===== src/rtl/hazard_forward_unit.sv =====
// Hazard/forwarding controller: tracks in-flight writers over NSTAGE post-RF stages,
// produces per-operand forwarding selects, load-use stall and a saturating stall count.
module hazard_forward_unit #(
  parameter int unsigned REG_W    = 5,
  parameter int unsigned NSTAGE   = 3,
  parameter int unsigned ZERO_REG = 31,
  parameter int unsigned CNT_W    = 16
) (
  input  logic                          clk,
  input  logic                          reset,
  input  logic                          id_valid,
  input  logic [REG_W-1:0]              id_rn,
  input  logic [REG_W-1:0]              id_rm,
  input  logic                          id_rn_used,
  input  logic                          id_rm_used,
  input  logic [REG_W-1:0]              id_rd,
  input  logic                          id_wr,
  input  logic                          id_is_load,
  input  logic                          flush,
  output logic                          stall,
  output logic [$clog2(NSTAGE+1)-1:0]   fwd_a_sel,
  output logic [$clog2(NSTAGE+1)-1:0]   fwd_b_sel,
  output logic [$clog2(NSTAGE+1)-1:0]   inflight_cnt,
  output logic [CNT_W-1:0]              stall_cycles
);

  localparam int unsigned SEL_W = $clog2(NSTAGE + 1);
  localparam logic [REG_W-1:0] ZR = REG_W'(ZERO_REG);

  // Entry k-1 models pipeline stage k (1 = EX ... NSTAGE = WB).
  logic [NSTAGE-1:0]             vld_q, vld_d;
  logic [NSTAGE-1:0]             ld_q, ld_d;
  logic [NSTAGE-1:0][REG_W-1:0]  rd_q, rd_d;
  logic [CNT_W-1:0]              stall_cycles_q, stall_cycles_d;

  logic             a_live_c, b_live_c;
  logic             stall_c, push_c;
  logic [SEL_W-1:0] sel_a_c, sel_b_c, inflight_c;

  // Source qualification, load-use detection and youngest-match forwarding.
  always_comb begin
    a_live_c = id_valid & id_rn_used & (id_rn != ZR);
    b_live_c = id_valid & id_rm_used & (id_rm != ZR);
    stall_c  = ~reset & id_valid & ~flush & vld_q[0] & ld_q[0] &
               ((a_live_c & (rd_q[0] == id_rn)) | (b_live_c & (rd_q[0] == id_rm)));
    sel_a_c  = '0;
    sel_b_c  = '0;
    // Walk oldest to youngest so the youngest match is the one that sticks.
    for (int k = int'(NSTAGE); k >= 1; k--) begin
      if (a_live_c && vld_q[k-1] && (rd_q[k-1] == id_rn)) sel_a_c = SEL_W'(k);
      if (b_live_c && vld_q[k-1] && (rd_q[k-1] == id_rm)) sel_b_c = SEL_W'(k);
    end
  end

  // Next state: new writer (or bubble) enters stage 1, older entries advance.
  always_comb begin
    push_c   = id_valid & id_wr & ~stall_c & ~flush & (id_rd != ZR);
    vld_d    = '0;
    ld_d     = '0;
    rd_d     = '0;
    vld_d[0] = push_c;
    ld_d[0]  = push_c & id_is_load;
    rd_d[0]  = push_c ? id_rd : '0;
    for (int k = 1; k < int'(NSTAGE); k++) begin
      vld_d[k] = vld_q[k-1];
      ld_d[k]  = ld_q[k-1];
      rd_d[k]  = rd_q[k-1];
    end
    stall_cycles_d = stall_cycles_q;
    if (stall_c && (stall_cycles_q != {CNT_W{1'b1}})) begin
      stall_cycles_d = stall_cycles_q + CNT_W'(1);
    end
  end

  // Population count of live entries.
  always_comb begin
    inflight_c = '0;
    for (int k = 0; k < int'(NSTAGE); k++) begin
      inflight_c = inflight_c + SEL_W'(vld_q[k]);
    end
  end

  always_ff @(posedge clk or posedge reset) begin
    if (reset) begin
      vld_q          <= '0;
      ld_q           <= '0;
      rd_q           <= '0;
      stall_cycles_q <= '0;
    end else begin
      vld_q          <= vld_d;
      ld_q           <= ld_d;
      rd_q           <= rd_d;
      stall_cycles_q <= stall_cycles_d;
    end
  end

  // Selects are suppressed while stalling so the bubbled instruction reads nothing stale.
  assign stall        = stall_c;
  assign fwd_a_sel    = (stall_c || reset) ? '0 : sel_a_c;
  assign fwd_b_sel    = (stall_c || reset) ? '0 : sel_b_c;
  assign inflight_cnt = inflight_c;
  assign stall_cycles = stall_cycles_q;

endmodule


===== config.mk =====
export PLATFORM = sky130hd
export DESIGN_NAME = hazard_forward_unit
export DESIGN_NICKNAME = d
export VERILOG_FILES = /design/src/rtl/hazard_forward_unit.sv
export SDC_FILE = /design/constraint.sdc
export NUM_CORES = 1
export LEC_CHECK = 0
export ABC_AREA = 1
export CAP_MARGIN = 25
export CELL_PAD_IN_SITES_DETAIL_PLACEMENT = 0
export CELL_PAD_IN_SITES_GLOBAL_PLACEMENT = 2
export CORE_MARGIN = 2
export CORE_UTILIZATION = 29
export DETAILED_ROUTE_END_ITERATION = 12
export GPL_TIMING_DRIVEN = 0
export PLACE_DENSITY_LB_ADDON = 0.1
export SKIP_CTS_REPAIR_TIMING = 1
export SYNTH_ARGS = -nofsm -noshare
export SYNTH_HDL_FRONTEND = slang
export SYNTH_SLANG_ARGS = --single-unit

===== constraint.sdc =====
create_clock -name clk -period 2.5 [get_ports clk]
set_input_delay 0.25 -clock clk [delete_from_list [all_inputs] [get_ports clk]]
set_output_delay 0.25 -clock clk [all_outputs]
set_load 0.05 [all_outputs]

Word level (Yosys, flattened, before mapping):

Cells that the tools add are included.

* equality and inequality tests: 10
* add/subtract/negate cells: 3
* bitwise operators: 20
* multiplexer cells: 9
* reductions and logical operators: 14

Operators with widths (number)
* equality test 5 bit: 6
* adder 16 x 1 -> 16 bit (second input constant): 1
* AND 1 bit: 16
* two-way mux 2 bit: 8
* inequality test 16 bit (second input constant): 1
* inequality test 5 bit (second input constant): 3
* logical AND 1 bit: 13
* two-way mux 5 bit: 1
* inverter 1 bit: 3
* adder 1 x 1 -> 2 bit: 1
* adder 2 x 1 -> 2 bit: 1
* logical OR 1 bit: 1
* bitwise OR 1 bit: 1

* register bits after elaboration: 35

Longest topological paths before layout:

Gate-level depths: netlist of the first run.

* depth after elaboration: 11
* depth in mapped cells: 11

Least setup slack after synthesis of the first run:

OpenSTA, ideal clock, no wires.

* kind: input -> output
* start: in reset
* end: out fwd_a_sel[0]
* arrival time: 2.004 ns
* setup slack: 0.246 ns
* required time: 2.250 ns
* stages on the path: 6
* buffers on the path: 0
* cell sequence: inv_1 > nand3_1 > nor2_2 > nand2_1 > nand2_1 > nor2_1

* word-level cells in the longest chain between the ends: 8

Ends and longest elaborated chain
* start: declaration: RTL line 10 `input logic reset,`
* inverter 1 bit: RTL line 44 `stall_c = ~reset & id_valid & ~flush & vld_q[0] & ld_q[0] &`
* AND 1 bit (5 in series): RTL line 44
* logical OR 1 bit *: RTL line 99 `assign fwd_a_sel = (stall_c || reset) ? '0 : sel_a_c;`
* two-way mux 2 bit *: RTL line 99
* end: declaration: RTL line 21 `output logic [$clog2(NSTAGE+1)-1:0] fwd_a_sel,`

Every way passes the cells marked *; elsewhere a longest branch is shown, timed or not.

Worst setup path after layout of the first run:

* start: reg vld_q[0]
* end: out inflight_cnt[0]

* word-level cells in the longest chain between the ends: 2

Ends and longest elaborated chain
* start: declaration: RTL line 31 `logic [NSTAGE-1:0] vld_q, vld_d;`
* start signal: assignment: RTL line 90 `vld_q <= vld_d;`
* adder 1 x 1 -> 2 bit: RTL line 79 `inflight_c = inflight_c + SEL_W'(vld_q[k]);`
* adder 2 x 1 -> 2 bit: RTL line 79
* end: declaration: RTL line 23 `output logic [$clog2(NSTAGE+1)-1:0] inflight_cnt,`

No other way between the ends.

==> reports/metrics.csv, run 1 <==
stage,metric,value,unit
sta,whs,0.3137,ns
worst_setup_path,worstSetupStartpointType,flop,
die,dieArea,8442,um2
finish,fillCellCount,819,
sta,period_share,94.90,%
routing,antenna_left,0,
sta,relSlewSlack,62.20,%
routing,totalWireLength,6232,um
sta,setup_slack,0.1275,ns
die,rows,32,
finish,syn2layout_area_growth,32.12,%
power_and_ir_drop,seq_power_share,46.7,%
worst_setup_path,end_kind,primary output,
clock_tree,clk_path_buf_depth,2,
logic_synthesis,synth-compound-area-share,1.341,%
worst_setup_path,path_class,reg -> out,
finish,diodes,0,
power_and_ir_drop,p_leak,0.001472,uW
logic_synthesis,yosysMostFrequentCell,nand2_1,
clock_tree,clkLatencyLatePin,0.30,ns
power_and_ir_drop,p_int,934.5,uW
logic_synthesis,syn_nets,328,
logic_synthesis,ys_ff_latch,35,
global_routing,grt_antenna_before_repair,0,
clock_tree,clock-sinks,35,
logic_synthesis,muxShareOfSynthArea,0,%
logic_synthesis,synth_common_cells,"nand2_1, inv_1, dfrtp_1, nor2_1, nand4_1",
min_path,hold_class,in -> async,
run_status,outcome,"complete, no violations",
global_routing,grt_usage,15.82,%
power_and_ir_drop,power_frac_clock,42.4,%
logic_synthesis,synthTopCellsByArea,"dfrtp_1, nand2_1, nand4_1, inv_1, xor2_1",
logic_synthesis,yosys.area.top_type,dfrtp_1,
logic_synthesis,synth_top_area_share,39.11,%
power_and_ir_drop,switching_share,25.31,%
routing,drtIter0Drc,98,
logic_synthesis,yosysWarningCount,0,
sta,worstMarginPinSlew,0.5671,ns
logic_synthesis,synthArstFlopShare,100.0,%
finish,drive_above_1_share,8.403,%
die,fp.dieW,91.88,um
logic_synthesis,synthAdderAreaFrac,1.453,%
power_and_ir_drop,vdd_drop_max,167.2,uV
logic_synthesis,syn_inst,303,
sta,grt_setup_unrepaired,no,
routing,dr_total_vias,2016,
run,drv_cap,0,
place,io_buffers,45,
place,hpwlAfterDp,4688,um
sta,finalMaxSlewViolations,0,
global_routing,grt_max_degree,38,
worst_setup_path,required,2.25,ns
sta,fmax,0.4215,GHz
routing,wl_per_cell,13.58,um
routing,dr.pass1.iters,4,
power_and_ir_drop,powerDensity,422.8,nW/um2
power_and_ir_drop,switchingPower,316.7,uW
clock_tree,clockRootBuffer,clkbuf_8,
sta,finalSetupViolCount,0,
clock_tree,clkTransAtPathRegs,0.08,ns
clock_tree,htreeDepth,2,
logic_synthesis,yosys.area_share.simple,38.94,%
die,pin_count,46,
place,place_congestion,0.7964,
logic_synthesis,netlist_area,2240,um2
place,dp_slack,-0.8996,ns
die,chipHeight,91.88,um
routing,viasPerCell,4.392,
global_routing,grt_overflow,0,
logic_synthesis,synthXorXnorAreaFrac,11.34,%
worst_setup_path,cp.arrival,2.12,ns
logic_synthesis,postSynthAreaPerCell,7.392,um2
sta,fin_crit,2.372,ns
logic_synthesis,yosysUniqueCellTypes,26,
die,start_util,29.44,%
worst_setup_path,critPathMaxFanout,5,
global_routing,grt_first_pass_wirelength,10290,um
power_and_ir_drop,combPwrFrac,11.0,%
logic_synthesis,ys_seq_area_share,39.11,%
logic_synthesis,synth_edf_count,0,
routing,drc,0,
logic_synthesis,synth_top_family_by_area,simple AND/OR/NAND/NOR gates,
finish,nNetsFinal,381,
logic_synthesis,ys.flop_type,dfrtp_1,
sta,clock_skew,0.008867,ns
sta,finalHoldViolCount,0,
clock_tree,cts_tree,yes,
global_routing,grt_pass1_vias,1979,
die,core_area,7607,um2
clock_tree,numCtsBuffers,5,
-- through the flow --
stage	cell area (um2)	instances	total power, uW	util [%]	TNS (ns)
6_report	2959	459	1251	38.90	0
5_1_grt	2959	459	1309	38.90	0
4_1_cts	2930	458	1274	38.52	-4.340
3_5_place_dp	2818	450	732.8	37.04	-8.049
3_3_place_gp	2818	450	732.8	37.04	-22.92
2_1_floorplan	2240	303	663.5	-	0
-- cells by family after synthesis --
family / count (synthesis)
AND/OR/NAND/NOR: 187
buffers and inverters: 44
flip-flops: 35
XOR/XNOR: 29
AO/OA/AOI/OAI: 6
adder cells (fa/ha/maj): 2
-- layer usage --
layer | global-route usage, % | part of all wire (%)
met4 | 4.229 | 1.2
met1 | 25.61 | 57
met5 | 0 | 0
met3 | 2.712 | 3.5
met2 | 21.20 | 39
-- worst paths after layout --
| kind | start | to | slack (ns) | cells past startpoint |
|---|---|---|---|---|
| worst max-delay path | vld_q[0] | inflight_cnt[0] | 0.13 | 2 |
| worst min-delay path | reset | stall_cycles[10] | 0.31 | 2 |
| worst max register to register | stall_cycles[0] | stall_cycles[3] | 0.60 | 7 |
| worst min register to register | vld_q[1] | vld_q[2] | 0.43 | 0 |
| max in group asynchronous | reset | stall_cycles[1] | 1.96 | 2 |
| min in group clk | vld_q[1] | vld_q[2] | 0.43 | 0 |
-- critical path: stages, from the launching register on --
cell and delay, ns:
dfrtp_1 0.47, fa_1 0.56, clkdlybuf4s50_1 0.79
-- state kept, by name (all words and copies together), names as in the netlist --
register      flops
rd_d             10
rd_q              5
stall_cycles     16
vld_q             3
ld_q              1
-- layout make-up --
class,count,area (um2),area share [%]
clock inverter,3,43.79,1.480
buffer,4,25.02,0.8457
inverter,40,163.9,5.539
clock buffer,5,68.82,2.326
tap,102,127.6,4.313
multi-input combinational,224,1201,40.59
timing repair buffer,46,452.9,15.31
sequential,35,875.8,29.60
-- power by group through the flow --
stage / Sequential [uW] / Combinational [uW] / Clock (uW)
after floorplan: 592 / 71.1 / 0
after global placement: 595 / 138 / 0
after detailed placement: 596 / 137 / 0
after CTS: 584 / 138 / 552
after global routing: 586 / 154 / 570
final: 584 / 137 / 530
-- cell usage in the layout (no fill, tap or decap) --
master,n
buf_6,1
clkbuf_1,1
nor3_1,3
nand2_2,1
and2_1,1
inv_1,39
nor3_2,1
buf_4,1
clkbuf_8,5
a21oi_1,3
nand3_1,18
xor2_1,16
nor2_1,35
nor2_2,1
nand2_4,1
xnor2_1,13
o21ai_0,3
clkinv_2,1
clkbuf_4,2
dfrtp_1,35
ha_1,1
nand3_2,1
clkinv_4,1
clkdlybuf4s50_1,34
nor3_4,1
buf_2,2
dlymetal6s2s_1,6
nand4_4,1
nand2_1,92
nand3_4,1
bufinv_8,1
nor2_4,2
nand4_1,26
fa_1,1
clkbuf_2,3
or2_2,2
bufinv_16,1
No activity file was read; power rests on OpenSTA's default activity.
==> run 2: changes to the inputs <==
Settings changed: CORE_MARGIN 2 to default.
==> run 2 against run 1 <==
  * Combinational power hardly changed
  * Clock-buffer cell count increased by 1
  * Final area is 0.80% lower
  * Non-clock buffer count is 1 higher
  * Wire length decreased by 0.47%
  * Fmax decreased by 2.1%
  * Utilization grew 0.93 points
  * Clock skew up 0.0017 ns
==> reports/metrics.csv, run 2 (synthesized netlist as in run 1, its figures left out) <==
stage,metric,value,unit
run_status,outcome,"complete, no violations",
global_routing,grt_antenna_before_repair,0,
global_routing,grt_usage,16.61,%
global_routing,grt_max_degree,38,
finish,mostFrequentLayoutCells,"nand2_1, inv_1, clkdlybuf4s50_1, dfrtp_1, nor2_1",
global_routing,grt_first_pass_wirelength,10440,um
die,start_util,30.39,%
die,dieArea,8078,um2
worst_setup_path,cp.arrival,2.17,ns
die,fp.dieW,89.88,um
clock_tree,clockRootBuffer,clkbuf_8,
routing,wl_per_cell,13.60,um
sta,finalSetupViolCount,0,
power_and_ir_drop,vdd_drop_max,154.7,uV
run,drv_cap,0,
routing,dr.pass1.iters,6,
worst_setup_path,worstSetupStartpointType,flop,
clock_tree,cts_tree,yes,
routing,viasPerCell,4.531,
sta,worstMarginPinSlew,0.5548,ns
die,chipHeight,89.88,um
finish,final_common_cell,nand2_1,
routing,dr_total_vias,2066,
clock_tree,clk_path_buf_depth,2,
sta,fin_crit,2.422,ns
sta,period_share,96.90,%
finish,drive_above_1_share,8.683,%
clock_tree,clkTransAtPathRegs,0.07,ns
routing,totalWireLength,6203,um
clock_tree,clkLatencyLatePin,0.29,ns
worst_setup_path,end_kind,primary output,
finish,syn2layout_area_growth,31.06,%
min_path,hold_class,in -> async,
global_routing,grt_overflow,0,
power_and_ir_drop,powerDensity,393.3,nW/um2
worst_setup_path,path_class,reg -> out,
sta,finalHoldViolCount,0,
worst_setup_path,critical_path.startpoint,vld_q[0],
finish,fin_util,39.83,%
routing,antenna_left,0,
place,io_buffers,45,
clock_tree,clock-sinks,35,
worst_setup_path,r2r_start,stall_cycles[0],
clock_tree,htreeDepth,2,
finish,diodes,0,
sta,relSlewSlack,63.02,%
finish,largest_register_ffs,16,
worst_setup_path,r2r_setup_slack,0.61,ns
finish,fillCellCount,821,
sta,tns,0,ns
place,hpwlAfterDp,4743,um
finish,nNetsFinal,382,
finish,instances_no_fill,456,
sta,clock_skew,0.01060,ns
place,dp_cells,447,
routing,drc,0,
sta,finalMaxSlewViolations,0,
place,place_congestion,0.7475,
die,pin_count,46,
die,rows,31,
routing,drtIter0Drc,79,
clock_tree,numCtsBuffers,5,
sta,fmax,0.4128,GHz
die,core_area,7370,um2
global_routing,grt_pass1_vias,2006,
power_and_ir_drop,p_leak,0.001440,uW
worst_setup_path,critPathMaxFanout,5,
worst_setup_path,required,2.25,ns
run 2: changes by cell type in the layout (fill, tap and decap cells not counted), sizes merged:
cell           previous run  this run
dlymetal6s2s              6         3
clkinv                    2         1
bufinv                    2         1
buf                       4         6
clkdlybuf4s50            34        37
run 2: worst paths after layout:
check	to	depth (start not counted)
max in group asynchronous	rd_q[14]	2
min in group clk	vld_q[2]	0
setup / recovery	inflight_cnt[0]	2
hold reg to reg	vld_q[2]	0
setup reg to reg	stall_cycles[4]	7
hold / removal	rd_d[6]	2
run 2: worst max-delay path: stages (launching register included):
cell	delay (ns)
dfrtp_1	0.47
fa_1	0.60
clkdlybuf4s50_1	0.82
run 2: cell type report:
class | instances | area, um2 | share of cell area [%]
clock buffer | 6 | 82.58 | 2.813
timing repair buffer | 47 | 455.4 | 15.52
inverter | 40 | 163.9 | 5.584
tap | 99 | 123.9 | 4.220
clock inverter | 1 | 5.005 | 0.1705
sequential | 35 | 875.8 | 29.84
multi-input combinational | 224 | 1204 | 41.01
buffer | 4 | 25.02 | 0.8525
run 2: power breakdown:
part | total [uW] | switching (uW) | internal [uW] | leakage (uW)
clock | 430 | 214 | 217 | 0.0000470
combinational | 140 | 75.3 | 64.7 | 0.000910
sequential | 584 | 9.85 | 574 | 0.000484
run 2: routing by layer:
| layer | wire length, um | vias up | global-route usage, % |
|---|---|---|---|
| li1 | - | 1071 | - |
| met1 | 3378 | 946 | 24.91 |
| met2 | 2530 | 42 | 24.17 |
| met3 | 216 | 7 | 2.961 |
| met4 | 78 | 0 | 4.839 |
| met5 | 0 | - | 0 |
run 2: through the flow:
step	total power, uW	worst slack, ns	instance area (um2)	hold slack, ns
floorplan	663.5	0.2465	2240	0.3562
global placement	733.5	-1.521	2814	0.4176
detailed placement	734.3	-0.9438	2814	0.4249
CTS	1174	-0.9526	2902	0.4413
global route	1210	-0.005414	2935	0.3632
finish	1154	0.07753	2935	0.3262
==> run 3: changes to the inputs <==
Settings changed: SLEW_MARGIN from default to 40.
==> run 3 against run 2 <==
  * Critical path depth stayed put
  * Clock skew is 0.0018 ns higher
  * Die area stayed put
  * Global-route usage hardly changed
  * Combinational power hardly changed
  * Clock-buffer cell count stayed put
  * Cell count is 0.22% higher
  * Power is 0.20% higher
  * Final area is 0.47% higher
  * Setup slack better by 0.026 ns
  * Sequential cell count stayed put
  * Critical path type unchanged
  * Critical endpoint unchanged
  * Largest cell class unchanged
  * Highest routed layer unchanged
==> reports/metrics.csv, run 3 (synthesized netlist as in run 1, its figures left out) <==
stage,metric,value,unit
run_status,outcome,"complete, no violations",
worst_setup_path,critPathMaxFanout,5,
routing,wl_per_cell,13.73,um
die,chipHeight,89.88,um
global_routing,grt_overflow,0,
worst_setup_path,critical_path.startpoint,vld_q[0],
worst_setup_path,path_class,reg -> out,
clock_tree,htreeDepth,2,
finish,drive_above_1_share,8.939,%
global_routing,grt_max_degree,23,
worst_setup_path,cp.arrival,2.15,ns
routing,drc,0,
run,drv_cap,0,
power_and_ir_drop,p_leak,0.001444,uW
worst_setup_path,r2r_start,stall_cycles[0],
routing,dr_total_vias,2050,
sta,tns,0,ns
sta,grt_setup_unrepaired,no,
routing,totalWireLength,6275,um
finish,nNetsFinal,383,
sta,fin_crit,2.396,ns
routing,dr.pass1.iters,4,
routing,drtIter0Drc,77,
power_and_ir_drop,switching_share,25.90,%
power_and_ir_drop,combPwrFrac,12.4,%
worst_setup_path,required,2.25,ns
routing,antenna_left,0,
sta,finalHoldViolCount,0,
clock_tree,clkTransAtPathRegs,0.08,ns
sta,period_share,95.86,%
global_routing,grt_pass1_vias,1987,
power_and_ir_drop,switchingPower,299.5,uW
power_and_ir_drop,p_int,857.2,uW
sta,clock_skew,0.01243,ns
die,core_area,7370,um2
place,io_buffers,45,
power_and_ir_drop,seq_power_share,50.5,%
finish,mostFrequentLayoutCells,"nand2_1, inv_1, clkdlybuf4s50_1, dfrtp_1, nor2_1",
worst_setup_path,critPathSlowestCell,clkdlybuf4s50_1,
sta,setup_slack,0.1036,ns
place,dp_slack,-0.7657,ns
place,hpwlAfterDp,4864,um
finish,fin_util,40.02,%
global_routing,grt_first_pass_wirelength,10420,um
worst_setup_path,end_kind,primary output,
die,rows,31,
min_path,hold_class,in -> async,
die,dieArea,8078,um2
sta,fmax,0.4173,GHz
worst_setup_path,worstSetupStartpointType,flop,
place,place_congestion,0.7475,
die,fp.dieW,89.88,um
clock_tree,clockRootBuffer,clkbuf_8,
power_and_ir_drop,powerDensity,392.2,nW/um2
global_routing,grt_antenna_before_repair,0,
routing,viasPerCell,4.486,
clock_tree,numCtsBuffers,5,
die,pin_count,46,
sta,relSlewSlack,61.13,%
clock_tree,clk_path_buf_depth,2,
global_routing,grt_usage,16.59,%
finish,fillCellCount,811,
clock_tree,clock-sinks,35,
worst_setup_path,cpPeakStageDelay,0.81,ns
sta,finalMaxSlewViolations,0,
finish,syn2layout_area_growth,31.68,%
finish,largest_register_ffs,16,
clock_tree,cts_tree,yes,
sta,finalSetupViolCount,0,
worst_setup_path,path_cells,fa_1 -> clkdlybuf4s50_1,
sta,worstMarginPinSlew,0.5830,ns
power_and_ir_drop,vdd_drop_max,153.1,uV
finish,final_common_cell,nand2_1,
die,start_util,30.39,%
finish,diodes,0,
clock_tree,clkLatencyLatePin,0.29,ns
power_and_ir_drop,power_frac_clock,37.1,%
run 3: cell types whose count changed in the layout (fill, tap and decap cells not counted), sizes merged:
cell,before,now
buf,6,7
bufinv,1,0
inv,39,40
run 3: area by class of cell:
cell class	count	area, um2	area share (%)
inverter	40	152.6	5.176
clock inverter	1	5.005	0.1697
clock buffer	6	82.58	2.800
tap	99	123.9	4.200
timing repair buffer	48	480.5	16.29
sequential	35	875.8	29.70
buffer	4	25.02	0.8485
multi-input combinational	224	1204	40.81
run 3: critical path: cells and delay by family, from the launching register on:
| kind | cells | cell delay (ns) |
|---|---|---|
| buffers and inverters | 1 | 0.81 |
| adder cells (fa/ha/maj) | 1 | 0.59 |
| flip-flops | 1 | 0.47 |
run 3: worst paths after layout:
path | to | cells past startpoint | slack [ns]
setup reg to reg | stall_cycles[3] | 7 | 0.62
max in group asynchronous | vld_q[0] | 3 | 1.87
setup / recovery | inflight_cnt[0] | 2 | 0.10
hold / removal | stall_cycles[8] | 2 | 0.24
min in group clk | vld_q[2] | 0 | 0.44
hold reg to reg | vld_q[2] | 0 | 0.44
run 3: metrics by stage:
stage               cell area, um2  hold WS, ns  total power [uW]  std cells
finish                        2949       0.2435              1157        457
global route                  2949       0.2798              1211        457
CTS                           2929       0.2846              1179        455
detailed placement            2841       0.4234             739.8        448
global placement              2814       0.4176             733.5        447
floorplan                     2240       0.3562             663.5        303
run 3: power groups by stage:
stage | registers [uW] | logic [uW] | clock network [uW]
after floorplan | 592 | 71.1 | 0
after global placement | 595 | 139 | 0
after detailed placement | 595 | 145 | 0
after CTS | 584 | 146 | 449
after global routing | 585 | 161 | 465
final | 584 | 143 | 430
run 3: metal layers:
metal / part of all wire (%) / GRT usage (%) / wire length [um]
met5: 0 / 0 / 0
met3: 3.2 / 2.538 / 201
met1: 54 / 25.56 / 3417
met2: 41 / 24.04 / 2589
met4: 1.1 / 4.032 / 66
==> variant (flow settings as in run 1) <==
Take the reset off `rd_q` and load it in a clocked block of its own.
--- a/src/rtl/hazard_forward_unit.sv
+++ b/src/rtl/hazard_forward_unit.sv
@@ -85,12 +85,14 @@
       vld_q          <= '0;
       ld_q           <= '0;
-      rd_q           <= '0;
       stall_cycles_q <= '0;
     end else begin
       vld_q          <= vld_d;
       ld_q           <= ld_d;
-      rd_q           <= rd_d;
       stall_cycles_q <= stall_cycles_d;
     end
+  end
+
+  always_ff @(posedge clk) begin
+    rd_q <= rd_d;
   end
 
Formal check against the unedited RTL: same outputs for any inputs over 10 cycles, from zero or initial values and one cycle with reset high; that may be too few to reach the edited logic, so the function may still have changed.
==> variant against run 1 <==
Design area shrank 3.9%; power grew 3.5%; routed wire length shrank 7.1%; register-to-register slack gained 0.17 ns; hold slack lost 0.014 ns; highest routed layer unchanged; area after synthesis shrank 6.0%; sequential cell count is the same; first-iteration DRC count shrank 37%; critical path type unchanged; worst setup slack gained 0.015 ns.
==> variant: results <==
group,metric,value,unit
run_status,status,"finished, final reports clean",
global_route,use_met1,0.256,
global_route,grt_pass1_wl,9650,microns
timing,fin_skew,0.00440,ns
placement,post_dp_cell_area,2680,sq um
logic_synthesis,synthTopCellsByArea,"dfrtp_1, nand2_1, dfxtp_1, xnor2_1, nor2_1",
logic_synthesis,yosysSeqAreaShare,0.380,
placement,place_hpwl,4370,microns
critical_path,slowest_stage,"clkdlybuf4s50_1",
layout,drive_gt1_frac,0.0925,
global_route,use_met2,0.215,
drt,drtIter0Drc,62,
power_and_ir_drop,vdd.ir_drop.worst,0.000149,V
placement,gp_congestion,0.796,
global_route,grt_max_degree,23,
logic_synthesis,synthArstFlopShare,0.571,
logic_synthesis,synthesis.nets,315,
timing,slew_headroom,0.583,
global_route,grt_pass1_vias,1880,
logic_synthesis,synthDistinctLibCells,25,
placement,pre_cts_ws,-1.05,ns
layout,nFillCells,782,
layout,nets,370,
drt,wl,5790,microns
global_route,grtUsageTotal,0.159,
logic_synthesis,netlist_top_cells_count,"nand2_1, nor2_1, inv_1",
global_route,met3_usage,0.0259,
==> variant: cell families after synthesis <==
family,after synthesis,synth area share
flops,35,0.381
simple gates,180,0.387
compound gates,8,0.0202
xor+xnor,32,0.133
fa+ha+maj,2,0.0155
buf+inv,33,0.0636
==> variant: power breakdown <==
group | internal (uW) | switching [uW] | total [uW]
registers | 571 | 9.35 | 580
clock network | 358 | 223 | 582
logic | 62.9 | 70.2 | 133
total | 992 | 303 | 1300
==> variant: final timing paths <==
path                                  from         endpoint  slack [ns]  depth (start not counted)
max                               vld_q[0]  inflight_cnt[0]        0.14                          2
min                                  reset  stall_cycles[4]        0.30                          2
max reg2reg                stall_cycles[7]  stall_cycles[6]        0.77                          8
min reg2reg                       rd_d[11]         rd_q[11]        0.39                          0
max in group asynchronous            reset          ld_q[0]        1.70                          2
min in group clk                  rd_d[11]         rd_q[11]        0.39                          0
==> variant: area by class of cell <==
class / count / share of cell area
repair inverters: 1 / 0.00176
plain buffers: 4 / 0.00880
inverters: 29 / 0.0396
clock inverters: 2 / 0.0128
flip-flops and latches: 35 / 0.282
clock buffers: 6 / 0.0330
well taps: 99 / 0.0436
repair buffers: 47 / 0.160
multi-input cells: 222 / 0.419
==> variant: metrics by stage <==
step                      cells  utilization  hold slack, ns
final                       445        0.398           0.300
after global routing        445        0.398           0.307
after CTS                   442        0.394           0.388
after detailed placement    434        0.375           0.378
after global placement      434        0.375           0.370
after floorplan             290            -           0.231
==> variant: routing by layer <==
metal  vias up  wire, microns
li1       1036              -
met1       871           3190
met2        42           2300
met3         6            240
met4         0             65
met5         -              0
